$ cat config.mk
export PLATFORM = sky130hd
export DESIGN_NAME = phase7_monitor
export DESIGN_NICKNAME = d
export VERILOG_FILES = /design/src/rtl/phase7_pkg.sv /design/src/rtl/phase7_predict.sv /design/src/rtl/phase7_monitor.sv
export SDC_FILE = /design/constraint.sdc
export NUM_CORES = 1
export LEC_CHECK = 0
export BUFFER_PORTS_ARGS = -buffer_cell sky130_fd_sc_hd__buf_2
export CAP_MARGIN = 30
export CORE_ASPECT_RATIO = 0.6
export CORE_MARGIN = 2
export CORE_UTILIZATION = 45
export CTS_CLUSTER_SIZE = 8
export DETAILED_ROUTE_END_ITERATION = 10
export GPL_TIMING_DRIVEN = 1
export HOLD_SLACK_MARGIN = 0.15
export PLACE_DENSITY = 0.7
export SETUP_SLACK_MARGIN = 0.15
export SKIP_CTS_REPAIR_TIMING = 1
export SYNTH_ARGS = -nofsm -noshare
export SYNTH_HDL_FRONTEND = slang
export SYNTH_HIERARCHICAL = 1
export SYNTH_SLANG_ARGS = --single-unit
$ cat constraint.sdc
create_clock -name clk -period 4.6 [get_ports clk]
set_input_delay 0.46 -clock clk [delete_from_list [all_inputs] [get_ports clk]]
set_output_delay 0.46 -clock clk [all_outputs]
set_load 0.1 [all_outputs]
$ cat src/rtl/phase7_pkg.sv
// phase7_pkg
//   Shared definitions for the modulo-7 phase counter and its monitor.
//   - phase7_state_t : monitor FSM states (IDLE, ACQ, LOCKED)
//   - PHASE_MAX      : last phase before the count returns to 0
//   - LOAD_PHASE     : phase forced when the load input is high
//   - phase7_next()  : next phase of the upstream counter given (a, q),
//                      also used by the upstream counter's reference model
package phase7_pkg;

    typedef enum logic [1:0] {
        IDLE   = 2'd0,
        ACQ    = 2'd1,
        LOCKED = 2'd2
    } phase7_state_t;

    localparam logic [2:0] PHASE_MAX  = 3'd6;
    localparam logic [2:0] LOAD_PHASE = 3'd4;

    // Evaluated in 3 bits: an out-of-range phase 7 steps to 0.
    function automatic logic [2:0] phase7_next(input logic a, input logic [2:0] q);
        if (a) begin
            return LOAD_PHASE;
        end else if (q == PHASE_MAX) begin
            return 3'd0;
        end else begin
            return q + 3'd1;
        end
    endfunction

endpackage

$ cat src/rtl/phase7_predict.sv
// phase7_predict
//   Combinational predictor of the next upstream phase from the previous
//   (a, q) sample, with flags classifying the predicted step.
// Ports:
//   a_prev   in  1  load input sampled on the previous edge
//   q_prev   in  3  phase sampled on the previous edge
//   exp      out 3  predicted phase for the current sample
//   is_wrap  out 1  predicted step is the natural 6 -> 0 wrap
//   is_load  out 1  predicted step is a load to LOAD_PHASE
module phase7_predict
    import phase7_pkg::*;
(
    input  logic       a_prev,
    input  logic [2:0] q_prev,
    output logic [2:0] exp,
    output logic       is_wrap,
    output logic       is_load
);

    assign exp     = phase7_next(a_prev, q_prev);
    assign is_wrap = !a_prev && (q_prev == PHASE_MAX);
    assign is_load = a_prev;

endmodule

$ cat src/rtl/phase7_monitor.sv
// phase7_monitor
//   Checks the (a, q) stream of a modulo-7 phase counter every cycle,
//   acquires lock after LOCK_CNT consecutive legal steps, and reports
//   illegal steps, wraps and loads as registered one-cycle pulses with
//   a saturating error counter and a wrapping revolution counter.
// Parameters:
//   LOCK_CNT  legal steps needed to lock (1..15)
//   ERR_W     width of the saturating error counter
//   WRAP_W    width of the wrapping revolution counter
// Ports:
//   clk         in  1       clock, rising edge
//   reset       in  1       asynchronous active-high reset
//   a           in  1       upstream load input
//   q           in  3       upstream phase
//   locked      out 1       high while LOCKED
//   err         out 1       pulse on an illegal step (ACQ/LOCKED)
//   wrap        out 1       pulse on a legal 6 -> 0 step while LOCKED
//   load_seen   out 1       pulse on a legal load step (ACQ/LOCKED)
//   err_count   out ERR_W   saturating count of err pulses
//   wrap_count  out WRAP_W  count of wrap pulses, modulo 2^WRAP_W
module phase7_monitor
    import phase7_pkg::*;
#(
    parameter int LOCK_CNT = 7,
    parameter int ERR_W    = 8,
    parameter int WRAP_W   = 16
) (
    input  logic              clk,
    input  logic              reset,
    input  logic              a,
    input  logic [2:0]        q,
    output logic              locked,
    output logic              err,
    output logic              wrap,
    output logic              load_seen,
    output logic [ERR_W-1:0]  err_count,
    output logic [WRAP_W-1:0] wrap_count
);

    localparam logic [3:0]        LOCK_RUN = 4'(LOCK_CNT);
    localparam logic [ERR_W-1:0]  ERR_ONE  = ERR_W'(1);
    localparam logic [WRAP_W-1:0] WRAP_ONE = WRAP_W'(1);

    phase7_state_t state;
    phase7_state_t state_nxt;
    logic [3:0]    run;
    logic [3:0]    run_nxt;
    logic [2:0]    q_prev;
    logic          a_prev;

    logic [2:0]    exp_q;
    logic          is_wrap;
    logic          is_load;
    logic          legal;

    logic          err_nxt;
    logic          wrap_nxt;
    logic          load_nxt;

    function automatic logic [ERR_W-1:0] sat_inc(input logic [ERR_W-1:0] v);
        return (&v) ? v : v + ERR_ONE;
    endfunction

    phase7_predict u_predict (
        .a_prev  (a_prev),
        .q_prev  (q_prev),
        .exp     (exp_q),
        .is_wrap (is_wrap),
        .is_load (is_load)
    );

    // The predictor never yields 7, but 7 is rejected explicitly so that
    // legality never depends on that property.
    assign legal = (q == exp_q) && (q != 3'd7);

    // State register and previous-sample capture
    always_ff @(posedge clk or posedge reset) begin
        if (reset) begin
            state  <= IDLE;
            run    <= '0;
            q_prev <= '0;
            a_prev <= 1'b0;
        end else begin
            state  <= state_nxt;
            run    <= run_nxt;
            q_prev <= q;
            a_prev <= a;
        end
    end

    // Next-state logic
    always_comb begin
        state_nxt = state;
        run_nxt   = run;
        unique case (state)
            IDLE: begin
                // First sample only seeds q_prev/a_prev; it is never judged.
                if (q != 3'd7) begin
                    state_nxt = ACQ;
                    run_nxt   = '0;
                end
            end
            ACQ: begin
                if (legal) begin
                    run_nxt = run + 4'd1;
                    if (run + 4'd1 == LOCK_RUN) begin
                        state_nxt = LOCKED;
                    end
                end else begin
                    run_nxt = '0;
                end
            end
            LOCKED: begin
                if (!legal) begin
                    state_nxt = ACQ;
                    run_nxt   = '0;
                end
            end
            default: begin
                state_nxt = IDLE;
                run_nxt   = '0;
            end
        endcase
    end

    // Pulse decode for the current sample
    always_comb begin
        err_nxt  = 1'b0;
        wrap_nxt = 1'b0;
        load_nxt = 1'b0;
        if (state == ACQ || state == LOCKED) begin
            err_nxt  = !legal;
            load_nxt = legal && is_load;
            wrap_nxt = (state == LOCKED) && legal && is_wrap;
        end
    end

    // Output registers: counters update on the same edge as their pulse
    always_ff @(posedge clk or posedge reset) begin
        if (reset) begin
            locked     <= 1'b0;
            err        <= 1'b0;
            wrap       <= 1'b0;
            load_seen  <= 1'b0;
            err_count  <= '0;
            wrap_count <= '0;
        end else begin
            locked    <= (state_nxt == LOCKED);
            err       <= err_nxt;
            wrap      <= wrap_nxt;
            load_seen <= load_nxt;
            if (err_nxt) begin
                err_count <= sat_inc(err_count);
            end
            if (wrap_nxt) begin
                wrap_count <= wrap_count + WRAP_ONE;
            end
        end
    end

endmodule

== After elaboration in Yosys (flattened, before gate mapping) ==
Index checks and enable logic that the tools add are counted.
Operators by class
  bitwise gates (word level): 1
  equality and inequality tests: 9
  reduce and logical (&&, ||, !) cells: 12
  $add $sub $neg: 4
  muxes and demuxes: 14
Operator list (number)
  $add A16 B1 Y16 const B: 1
  $mux W4: 3
  $pmux W4 S3: 1
  $add A8 B1 Y8 const B: 1
  $mux W2: 4
  $reduce_and A8 Y1: 1
  $mux W3: 2
  $pmux W2 S3: 1
  $logic_and A1 B1 Y1: 5
  $add A4 B1 Y4 const B: 1
  $eq A2 B2 Y1 const B: 2
  $eq A4 B3 Y1 const B: 1
  $ne A2 B2 Y1 const B: 2
  $reduce_and A2 Y1: 2
  $add A3 B1 Y3 const B: 1
  $eq A3 B3 Y1: 1
  $eq A3 B3 Y1 const B: 1
  $mux W1: 3
  $ne A3 B3 Y1 const B: 1
  $eq A2 B1 Y1 const B: 1
  $logic_not A1 Y1: 2
  $logic_not A2 Y1: 1
  $logic_or A1 B1 Y1: 1
  $not A1 Y1: 1
Storage, ports and cells
  logic and storage cells: 50
  output and inout bits: 28
  bits in registers: 38
  input bits: 6

== Depth between registers and ports, before layout ==
Gate-level depths: netlist (run 1).
  depth in word-level cells: 8
  gate-level depth with buffers: 8
  mapped depth without buffers: 7

== Modules after synthesis ==
The synthesis (run 1) kept the hierarchy.
By module, submodules not included
  phase7_monitor: cells each 157, sequential area each 950.9 um2, times used 1, area each 1846.8 um2
  phase7_predict: cells each 10, sequential area each 0.0 um2, times used 1, area each 68.8 um2

== Least setup slack after synthesis (run 1) ==
No wires, ideal clock.
  path kind: register to register
  start: reg err_count[0]
  end: reg err_count[7]
  setup time: 0.160 ns
  data arrival time: 2.123 ns
  stages on the path, launching flop included: 6
  slack: 2.316 ns
  period minus slack after synthesis: 2.284 ns
  required time: 4.440 ns
  buffers on the path: 0
  path through: dfrtp_1 -> ha_1 -> and3_1 -> a311oi_4 -> nand4_1 -> xnor2_1
On the way
  longest elaborated chain between the ends: 3
  elaborated cells on any way between the ends: 4
  those cells by class: add/sub (1); bitwise (1); reduce/logical (2)
Ends and longest elaborated chain
  from (decl): line phase7_monitor.sv:36  | output logic [ERR_W-1:0] err_count,
  from (signal assigned): line phase7_monitor.sv:153  | err_count <= sat_inc(err_count);
  parallel branches: the longest is 3 deep, another holds $add A8 B1 Y8
Several ways; the timed one is not identified.
A chain may end at the register's enable or synchronous reset.

== Final worst setup path (run 1) ==
  start: reg q_prev[0]
  end: reg wrap_count[1]
On the way
  longest elaborated chain between the ends: 8
  elaborated cells on any way between the ends: 10
  those cells by class: add/sub (1); eq/ne (2); mux (3); reduce/logical (4)
Ends and longest elaborated chain
  from (decl): line phase7_monitor.sv:48  | logic [2:0] q_prev;
  from (signal assigned): line phase7_monitor.sv:86  | q_prev <= q;
  $add A3 B1 Y3 or $eq A3 B3 Y1 (tied branches): line phase7_pkg.sv:26, phase7_pkg.sv:23
  $mux W3 (*): line phase7_pkg.sv:23  | end else if (q == PHASE_MAX) begin
  $mux W3 (*): line phase7_pkg.sv:21  | if (a) begin
  named net exp_q[1]: line phase7_monitor.sv:51  | logic [2:0] exp_q;
  $eq A3 B3 Y1 (*): line phase7_monitor.sv:74  | assign legal = (q == exp_q) && (q != 3'd7);
  $logic_and A1 B1 Y1 (*): line phase7_monitor.sv:74
  $logic_and A1 B1 Y1 (*) (2 in a row): line phase7_monitor.sv:134  | wrap_nxt = (state == LOCKED) && legal && is_wrap;
  $mux W1 (*): line phase7_monitor.sv:131  | if (state == ACQ || state == LOCKED) begin
  to (signal assigned): line phase7_monitor.sv:156  | wrap_count <= wrap_count + WRAP_ONE;
  to (decl): line phase7_monitor.sv:37  | output logic [WRAP_W-1:0] wrap_count
The timed path passes the listed nets; every way through them passes the cells marked *.

==> results of run 1 <==
-- registers in the layout, summed over array words and instances (netlist names) --
name	flops
a_prev	1
wrap	1
load_seen	1
err	1
run	4
state	2
err_count	8
locked	1
wrap_count	16
q_prev	3
-- kinds of logic (layout without fill, tap and decap cells) --
| logic type | Yosys count | count (layout) |
|---|---|---|
| AOI/OAI and AO/OA | 16 | 16 |
| xor gates and xnor gates | 25 | 25 |
| adders and majority gates | 8 | 8 |
| buffers and inverters | 10 | 49 |
| DFF | 38 | 38 |
| muxes | 2 | 2 |
| and+or+nand+nor | 68 | 68 |
-- stage by stage --
step | setup slack [ns] | hold slack (ns) | instances | utilization (%)
CTS | 1.82 | 0.276 | 266 | 54.4
global placement | 1.91 | 0.453 | 258 | 52.1
finish | 1.81 | 0.275 | 266 | 54.4
global route | 1.65 | 0.274 | 266 | 54.4
detailed placement | 1.83 | 0.455 | 258 | 52.1
floorplan | 2.32 | 0.481 | 167 | -
-- where the power goes --
part	total (mW)	switching, mW	internal (mW)
registers	0.425	0.0471	0.378
logic	0.457	0.360	0.0971
clock network	0.230	0.109	0.121
total	1.11	0.516	0.596
-- synth_stat cells (3+ instances only) --
library cell | n | area, µm²
dfrtp_1 | 38 | 951
xnor2_1 | 16 | 140
nand2_1 | 13 | 48.8
nand3_1 | 13 | 65.1
xor2_1 | 9 | 78.8
ha_1 | 8 | 100
nand4_1 | 8 | 50.1
nor2_1 | 8 | 30.0
inv_1 | 7 | 26.3
and3_1 | 6 | 37.5
and3_2 | 4 | 30.0
and2_1 | 3 | 18.8
-- worst min-delay path by stage --
stage                          startpoint                          to  slack [ns]  depth (start not counted)
6_report                            reset    err_count[3]$_DFFE_PP0P_        0.28                          3
5_1_grt                                 a            a_prev$_DFF_PP0_        0.27                          1
4_1_cts                                 a            a_prev$_DFF_PP0_        0.28                          1
3_5_place_dp   wrap_count[15]$_DFFE_PP0P_  wrap_count[15]$_DFFE_PP0P_        0.45                          1
3_3_place_gp   wrap_count[15]$_DFFE_PP0P_  wrap_count[15]$_DFFE_PP0P_        0.45                          1
2_1_floorplan          run[3]$_DFFE_PP0P_          run[3]$_DFFE_PP0P_        0.48                          1
-- critical path: cells and delay by family (launching register included) --
| family | cells | cell delay [ns] |
|---|---|---|
| AO/OA/AOI/OAI | 1 | 0.17 |
| flip-flops | 1 | 0.41 |
| AND/OR/NAND/NOR | 3 | 1.64 |
| multiplexers | 1 | 0.35 |
| XOR/XNOR | 1 | 0.12 |
-- cell type report --
type                            instances  area [µm²]
Clock buffer                            7        86.3
Clock inverter                          1        5.00
Fill cell                             379        1870
Inverter                                7        26.3
Multi-Input combinational cell        119         912
Sequential cell                        38         951
Tap cell                               60        75.1
Timing Repair Buffer                   34         173
-- per-layer routing --
layer	global-route usage, %	vias to the layer above	routed length, µm
li1	-	661	-
met1	23.7	641	1790
met2	22.4	37	1430
met3	5.43	2	242
met4	4.55	0	10
met5	0	-	0
==> impl_metrics.json, run 1 <==
{
  "cp_cell_sequence": "or3b_1 > a21oi_2 > xor2_1 > nor4_4 > and4_2 > mux2_2",
  "hold_violations": 0,
  "cts_tree": "yes",
  "endpoint": "wrap_count[1]$_DFFE_PP0P_",
  "final_common_cell": "dfrtp_1",
  "fin_crit_ns": 2.79,
  "finalSetupViolations": 0,
  "r2r-end": "wrap_count[1]$_DFFE_PP0P_",
  "min_period_over_period_pct": 60.7,
  "final.setup.tns_ns": 0,
  "die_y_um": 54.5,
  "die_area_mm2": 0.00481,
  "worst_r2r_path_depth": 6,
  "crit_path_start_kind": "flip-flop",
  "fin_area_mm2": 0.00223,
  "final_antenna_net_count": 0,
  "drt-initial-drc-count": 105,
  "postSynthAreaPerCell_um2": 11.5,
  "grt_pass1_wl_mm": 5.76,
  "dr_total_vias": 1341,
  "synth_edf_count": 0,
  "core_mm2": 0.00410,
  "mappedNetlistNets": 181,
  "drive_gt1_share_pct": 28.2,
  "power_density_mw_per_mm2": 499,
  "tightest_slew_ns": 0.884,
  "power_leakage_nw": 1.12,
  "cap_violations": 0,
  "synth_compound_area_share_pct": 7.97,
  "worst_skew_pair.late_latency_ns": 0.28,
  "cts_root_buf": "clkbuf_8",
  "routed_wirelength_mm": 3.48,
  "clock.fmax_ghz": 0.358,
  "drc": 0,
  "ios": 34,
  "area_growth_syn_to_layout_pct": 16.3,
  "criticalPathCategory": "reg2reg",
  "rows": 18,
  "ys_types": 40,
  "grt_overflow": 0,
  "crit_slowest_cell": "nor4_4",
  "synth_seq_cells": 38,
  "start_util_pct": 46.7,
  "placed_cell_area_mm2": 0.00214,
  "synth_seq_area_share_pct": 49.6,
  "reg2reg_from": "q_prev[0]$_DFF_PP0_",
  "synthArstFlopShare_pct": 100,
  "clock_skew_ns": 0.00256,
  "viasPerCell": 5.04,
  "nets": 219,
  "rsz0062_at_grt": "no",
  "slew-limit-headroom_pct": 40.6,
  "power_mw": 1.11,
  "dp_hpwl_mm": 2.56,
  "end_kind": "flip-flop",
  "numPortBuffers": 33,
  "required_ns": 4.77,
  "dieWidth_um": 88.2,
  "cts_max_level": 2,
  "syn_area_mm2": 0.00192,
  "cts.clk_slew.worst_paths_ns": 0.07,
  "synth_top_family_by_area": "simple AND/OR/NAND/NOR gates",
  "synth_xor_area_share_pct": 11.4,
  "crit_start": "q_prev[0]$_DFF_PP0_",
  "avgRoutedWirePerCell_um": 13.1,
  "synth_fa_ha_area_share_pct": 5.23,
  "crit_path_max_incr_delay_ns": 0.79,
  "status": "completed",
  "synth_ff_type": "dfrtp_1",
  "n_antenna_cell": 0,
  "worstPathArrival_ns": 2.96,
  "antenna_found_initial": 0,
  "drv_slew": 0,
  "synth_simple_gate_area_share_pct": 21.8,
  "vdd_drop_max_mv": 0.679,
  "clk_path_buf_depth": 2,
  "hold_class": "in2async",
  "cts_sinks": 38,
  "path_max_fanout": 13,
  "r2r_setup_slack_ns": 1.81,
  "yosys_warnings": 6,
  "syn_inst": 167,
  "place_congestion": 0.767,
  "layout_common_cells": "dfrtp_1, buf_2, xnor2_1, nand2_1, nand3_1",
  "first_pass_iters": 4,
  "grt_max_degree": 39,
  "cts_buffers": 5,
  "muxShareOfSynthArea_pct": 1.18,
  "grt_pass1_vias": 1200,
  "grt_usage_pct": 16.1
}
(Power assumes the default switching activity.)
==> inputs of run 2 (changes only) <==
Settings changed: PLACE_DENSITY 0.7 to 0.73.
Clock period 4.6 ns to 2.25 ns, I/O delays scaled along.
==> run 2 against run 1 <==
  * The run now ends with setup timing left
  * Routed wire length is 13% higher
  * Combinational power is 130% higher
  * First-iteration DRC count decreased by 36%
  * Global-route usage is 0.074 points higher
  * Setup slack lost 1.9 ns
  * Sequential power is 110% higher
  * Final area rose by 12%
  * Core utilization up 6.7 points
  * Maximum frequency up 20%
==> impl_metrics.json, run 2 (same netlist as run 1, synthesis figures left out) <==
{
  "largest_reg_flops": 16,
  "start_util_pct": 46.7,
  "avgRoutedWirePerCell_um": 13.9,
  "final_antenna_net_count": 0,
  "max_flop_register": "wrap_count",
  "area_growth_syn_to_layout_pct": 30.8,
  "rsz0062_at_grt": "yes",
  "place_congestion": 0.789,
  "rows": 18,
  "viasPerCell": 5.10,
  "crit_start": "q_prev[2]$_DFF_PP0_",
  "antenna_found_initial": 0,
  "fin_area_mm2": 0.00250,
  "path_max_fanout": 8,
  "violations": "setup timing",
  "worstPathArrival_ns": 2.49,
  "worst_skew_pair.late_latency_ns": 0.29,
  "hold_start": "wrap_count[15]$_DFFE_PP0P_",
  "drt-initial-drc-count": 67,
  "drive_gt1_share_pct": 40.1,
  "finalSetupViolations": 11,
  "criticalPathCategory": "reg2reg",
  "hold_class": "reg2reg",
  "status": "finished with violations",
  "crit_path_start_kind": "flip-flop",
  "dp_hpwl_mm": 2.71,
  "vdd_drop_max_mv": 1.10,
  "placed_cell_area_mm2": 0.00224,
  "dr_total_vias": 1437,
  "grt_usage_pct": 16.2,
  "clk_path_buf_depth": 2,
  "dieWidth_um": 88.2,
  "grt_max_degree": 39,
  "hold_slack_ns": 0.465,
  "crit_path_max_incr_delay_ns": 0.42,
  "cts_tree": "yes",
  "required_ns": 2.42,
  "grt_pass1_vias": 1215,
  "cp_cell_sequence": "or3b_4 > a21oi_4 > xor2_2 > nor4_4 > buf_12 > and4_4 > mux2_4",
  "power_density_mw_per_mm2": 972,
  "die_area_mm2": 0.00481,
  "numPortBuffers": 33,
  "reg.largest.list": "wrap_count (16), err_count (8), run (4)",
  "nets": 235,
  "path_delay_family": "simple AND/OR/NAND/NOR gates",
  "cts_buffers": 5,
  "core_mm2": 0.00410,
  "routed_wirelength_mm": 3.93,
  "ios": 34,
  "slew-limit-headroom_pct": 68.2,
  "drc": 0,
  "cts_root_buf": "clkbuf_8",
  "layout_common_cells": "dfrtp_1, buf_2, xnor2_1, nand2_1, nand3_1",
  "drv_slew": 0,
  "grt_overflow": 0,
  "reg2reg_from": "q_prev[2]$_DFF_PP0_",
  "die_y_um": 54.5,
  "hold_violations": 0,
  "cts_max_level": 2,
  "n_antenna_cell": 0,
  "clock.fmax_ghz": 0.432,
  "grt_pass1_wl_mm": 5.79,
  "fin_ws_ns": -0.0675,
  "cts.clk_slew.worst_paths_ns": 0.07,
  "first_pass_iters": 4,
  "cap_violations": 0,
  "min_period_over_period_pct": 103,
  "clock_skew_ns": 0.00734,
  "end_kind": "flip-flop",
  "power_leakage_nw": 1.24,
  "tightest_slew_ns": 0.470,
  "crit_buf_inv": 1,
  "crit_slowest_cell": "or3b_4",
  "cts_sinks": 38,
  "fin_crit_ns": 2.32
}
-- run 2: changes by cell type in the layout (fill, tap and decap cells not counted), sizes merged --
cell         previous run  this run
buf                    34        45
dlygate4sd3             0         5
-- run 2: where the power goes --
| part | switching, mW | internal, mW |
|---|---|---|
| combinational | 0.787 | 0.286 |
| clock | 0.235 | 0.247 |
| sequential | 0.0991 | 0.781 |
| total | 1.12 | 1.31 |
-- run 2: worst reg2reg max path: cells and delay by family, from the launching register on --
family	cells	cell delay, ns
and+or+nand+nor	3	1.04
AOI/OAI and AO/OA	1	0.19
muxes	1	0.32
xor gates and xnor gates	1	0.11
DFF	1	0.40
buffers and inverters	1	0.16
-- run 2: worst paths after layout --
path	slack, ns	depth (start not counted)	endpoint
max in group asynchronous	1.30	4	err_count[0]$_DFFE_PP0P_
setup / recovery	-0.07	7	wrap_count[1]$_DFFE_PP0P_
hold / removal	0.47	1	wrap_count[15]$_DFFE_PP0P_
setup reg to reg	-0.07	7	wrap_count[1]$_DFFE_PP0P_
hold reg to reg	0.47	1	wrap_count[15]$_DFFE_PP0P_
min in group asynchronous	0.58	4	wrap_count[7]$_DFFE_PP0P_
-- run 2: final cells by class --
type                            instances  area, µm²
Tap cell                               60       75.1
Fill cell                             364       1590
Timing Repair Buffer                   50        337
Clock buffer                            7       86.3
Clock inverter                          1       5.00
Inverter                                7       26.3
Sequential cell                        38        957
Multi-Input combinational cell        119       1020
-- run 2: through the flow --
step / power [mW] / instances / setup WS (ns) / setup TNS, ns / utilization [%]
floorplan: 1.67 / 167 / -0.00321 / -0.00321 / -
global placement: 1.87 / 267 / 0.0377 / 0 / 54.6
detailed placement: 1.88 / 267 / -0.0284 / -0.0905 / 54.6
CTS: 2.36 / 275 / -0.0449 / -0.185 / 56.8
global route: 2.56 / 282 / -0.185 / -3.41 / 61.1
finish: 2.44 / 282 / -0.0675 / -0.309 / 61.1
-- run 2: routing by layer --
metal,routed length (µm),track usage [%],vias up
li1,-,-,695
met1,2030,23.9,689
met2,1630,22.1,48
met3,231,7.09,5
met4,34,2.27,0
met5,0,0,-
==> inputs of run 3 (changes only) <==
Settings changed: ABC_AREA set to 1, PLACE_DENSITY 0.73 to 0.72.
==> run 3 against run 2 <==
  * The run now ends clean
  * Die area rose by 9.4%
  * Count of clock-buffer cells in the layout is 2 lower
  * Register-to-register slack gained 0.49 ns
  * Synthesized cell count rose by 57%
  * Power is 0.28% lower
  * Non-clock buffer count shrank 8
  * Final area increased by 2.0%
  * Clock power grew 44%
  * Routed wire length rose by 9.4%
  * Maximum frequency increased by 27%
  * Critical endpoint is now wrap_count[7]$_DFFE_PP0P_
  * Highest routed layer unchanged
==> impl_metrics.json, run 3 <==
{
  "area_growth_syn_to_layout_pct": 21.2,
  "routed_wirelength_mm": 4.30,
  "syn_area_mm2": 0.00211,
  "clk_path_buf_depth": 2,
  "met1_usage_pct": 26.6,
  "synth_seq_cells": 38,
  "cts_root_buf": "clkbuf_8",
  "ys_types": 28,
  "crit_slowest_cell": "dfrtp_1",
  "largest_reg_flops": 16,
  "final.setup.tns_ns": 0,
  "gr-max-usage-layer": "met1",
  "tightest_slew_ns": 0.494,
  "start_util_pct": 46.4,
  "grt_util_met3_pct": 4.49,
  "clock_skew_ns": 0.00564,
  "rsz0062_at_grt": "no",
  "synth.most_common_cell": "nand2_1",
  "hold_class": "reg2reg",
  "hold_violations": 0,
  "combPwrFrac_pct": 36.5,
  "layout_common_cells": "nand2_1, inv_1, dfrtp_1, buf_2, nor2_1",
  "cts_tree": "yes",
  "drc": 0,
  "max_flop_register": "wrap_count",
  "synthTopCellsByArea": "dfrtp_1, nand2_1, inv_1",
  "nets": 323,
  "first_pass_iters": 5,
  "path_max_fanout": 8,
  "final_antenna_net_count": 0,
  "drive_gt1_share_pct": 21.6,
  "worst_skew_pair.late_latency_ns": 0.29,
  "final_common_cell": "nand2_1",
  "drt-initial-drc-count": 93,
  "ios": 34,
  "grt_pass1_wl_mm": 7.29,
  "die_area_mm2": 0.00527,
  "viasPerCell": 4.68,
  "clkPwrFrac_pct": 28.6,
  "end_kind": "flip-flop",
  "clock.fmax_ghz": 0.549,
  "vdd_drop_max_mv": 1.02,
  "n_antenna_cell": 0,
  "hold_end": "err_count[0]$_DFFE_PP0P_",
  "cts_max_level": 2,
  "power_mw": 2.43,
  "drv_slew": 0,
  "path_common_cell": "nand2_1",
  "switching_share_pct": 42.7,
  "die_y_um": 57.0,
  "yosys.area.top_type": "dfrtp_1",
  "yosysTopAreaCellShare_pct": 45.1,
  "synth_seq_area_share_pct": 45.1,
  "dr_total_vias": 1747,
  "postSynthAreaPerCell_um2": 8.05,
  "grt_overflow": 0,
  "syn_inst": 262,
  "crit_path_max_incr_delay_ns": 0.41,
  "min_period_over_period_pct": 81.0,
  "power_leakage_nw": 1.32,
  "place_congestion": 0.833,
  "reg.largest.list": "wrap_count (16), err_count (8), run (4)",
  "criticalPathCategory": "reg2reg",
  "crit_path_start_kind": "flip-flop",
  "dp_hpwl_mm": 3.16,
  "required_ns": 2.43,
  "intPower_mw": 1.39,
  "reg2reg_from": "q_prev[1]$_DFF_PP0_",
  "antenna_found_initial": 0,
  "cts.clk_slew.worst_paths_ns": 0.08,
  "synthArstFlopShare_pct": 100,
  "cts_buffers": 5,
  "yosys_warnings": 6,
  "synth_commonest_cells": "nand2_1, dfrtp_1, inv_1",
  "synth_edf_count": 0,
  "use_met2_pct": 25.0,
  "rows": 19,
  "r2r_setup_slack_ns": 0.43,
  "core_mm2": 0.00454,
  "sequentialPowerShare_pct": 34.9,
  "cap_violations": 0,
  "finalSetupViolations": 0,
  "p_switching_mw": 1.04,
  "grt_pass1_vias": 1593,
  "slew-limit-headroom_pct": 67.3,
  "hold_start": "err_count[0]$_DFFE_PP0P_",
  "status": "completed",
  "cts_sinks": 38,
  "fin_crit_ns": 1.82,
  "cp_cell_sequence": "nand2_2 > o21ai_0 > nor2_1 > inv_1 > nand2_1 > nand2_1 > nor2_4 > nand3_2 > nor2_4 > nand2_1 > o21ai_1 > nand2_1",
  "numPortBuffers": 33,
  "power_density_mw_per_mm2": 950,
  "mappedNetlistNets": 276,
  "grt_max_degree": 39,
  "whs_path_depth": 1,
  "synth_ff_type": "dfrtp_1",
  "avgRoutedWirePerCell_um": 11.5,
  "worstPathArrival_ns": 2.01,
  "grt_usage_pct": 17.6,
  "dieWidth_um": 92.4,
  "r2r-end": "wrap_count[7]$_DFFE_PP0P_",
  "worst_r2r_path_depth": 12
}
[run 3: cell count changes in the layout (fill, tap and decap cells not counted), sizes merged, moves of 3 or more]
cell and change:
o21ai +9, xnor2 -9, buf -8, nor3 +6, inv +31, nand2 +77, and2 -3, nand4 -4
xor2 -3, nor2 +17, and3 -10
[run 3: layout make-up]
type / count / area [µm²]
well taps: 63 / 78.8
repair buffers: 42 / 245
clock inverters: 3 / 68.8
multi-input cells: 184 / 993
inverters: 38 / 145
fillers: 428 / 1980
clock buffers: 5 / 68.8
flip-flops and latches: 38 / 956
[run 3: critical path, delay by kind of cell, from the launching register on]
kind	cells	cell delay (ns)
AND/OR/NAND/NOR	9	1.01
flip-flops	1	0.41
AO/OA/AOI/OAI	2	0.23
buffers and inverters	1	0.06
[run 3: cells by family after synthesis]
group                      synth area share [%]
and+or+nand+nor                            32.9
buffers and inverters                      7.78
DFF                                        45.1
AOI/OAI and AO/OA                          4.04
xor gates and xnor gates                   5.40
adders and majority gates                  4.75
[run 3: worst max path at each step]
stage	start	to	slack [ns]	cells after the start
final	q_prev[1]$_DFF_PP0_	wrap_count[7]$_DFFE_PP0P_	0.43	12
after global routing	q_prev[1]$_DFF_PP0_	wrap_count[7]$_DFFE_PP0P_	0.22	12
after CTS	q_prev[1]$_DFF_PP0_	wrap_count[7]$_DFFE_PP0P_	0.35	12
after detailed placement	q_prev[1]$_DFF_PP0_	wrap_count[7]$_DFFE_PP0P_	0.36	12
after global placement	q_prev[1]$_DFF_PP0_	wrap_count[7]$_DFFE_PP0P_	0.46	12
after floorplan	err_count[2]$_DFFE_PP0P_	err_count[6]$_DFFE_PP0P_	0.20	8
[run 3: through the flow]
step           util [%]  cell area, µm²  cells  setup WS, ns  hold WS (ns)
2_1_floorplan         -            2110    262         0.199         0.256
3_3_place_gp       51.7            2350    357         0.460         0.339
3_5_place_dp       51.7            2350    357         0.360         0.340
4_1_cts            54.7            2480    365         0.354        0.0347
5_1_grt            56.3            2560    373         0.217         0.530
6_report           56.3            2560    373         0.427         0.501
[run 3: power groups by stage]
stage               registers, mW  clock network, mW  logic (mW)
floorplan                    1.30                  0       0.299
global placement            0.859                  0       0.874
detailed placement          0.860                  0       0.884
CTS                         0.847              0.711       0.884
global route                0.865              0.745       0.956
finish                      0.848              0.695       0.886
[run 3: layer usage]
metal / vias to the layer above / share of wire [%]
met5: - / 0
met4: 0 / 0.61
met3: 2 / 4.7
met2: 31 / 42
met1: 802 / 52
li1: 912 / -
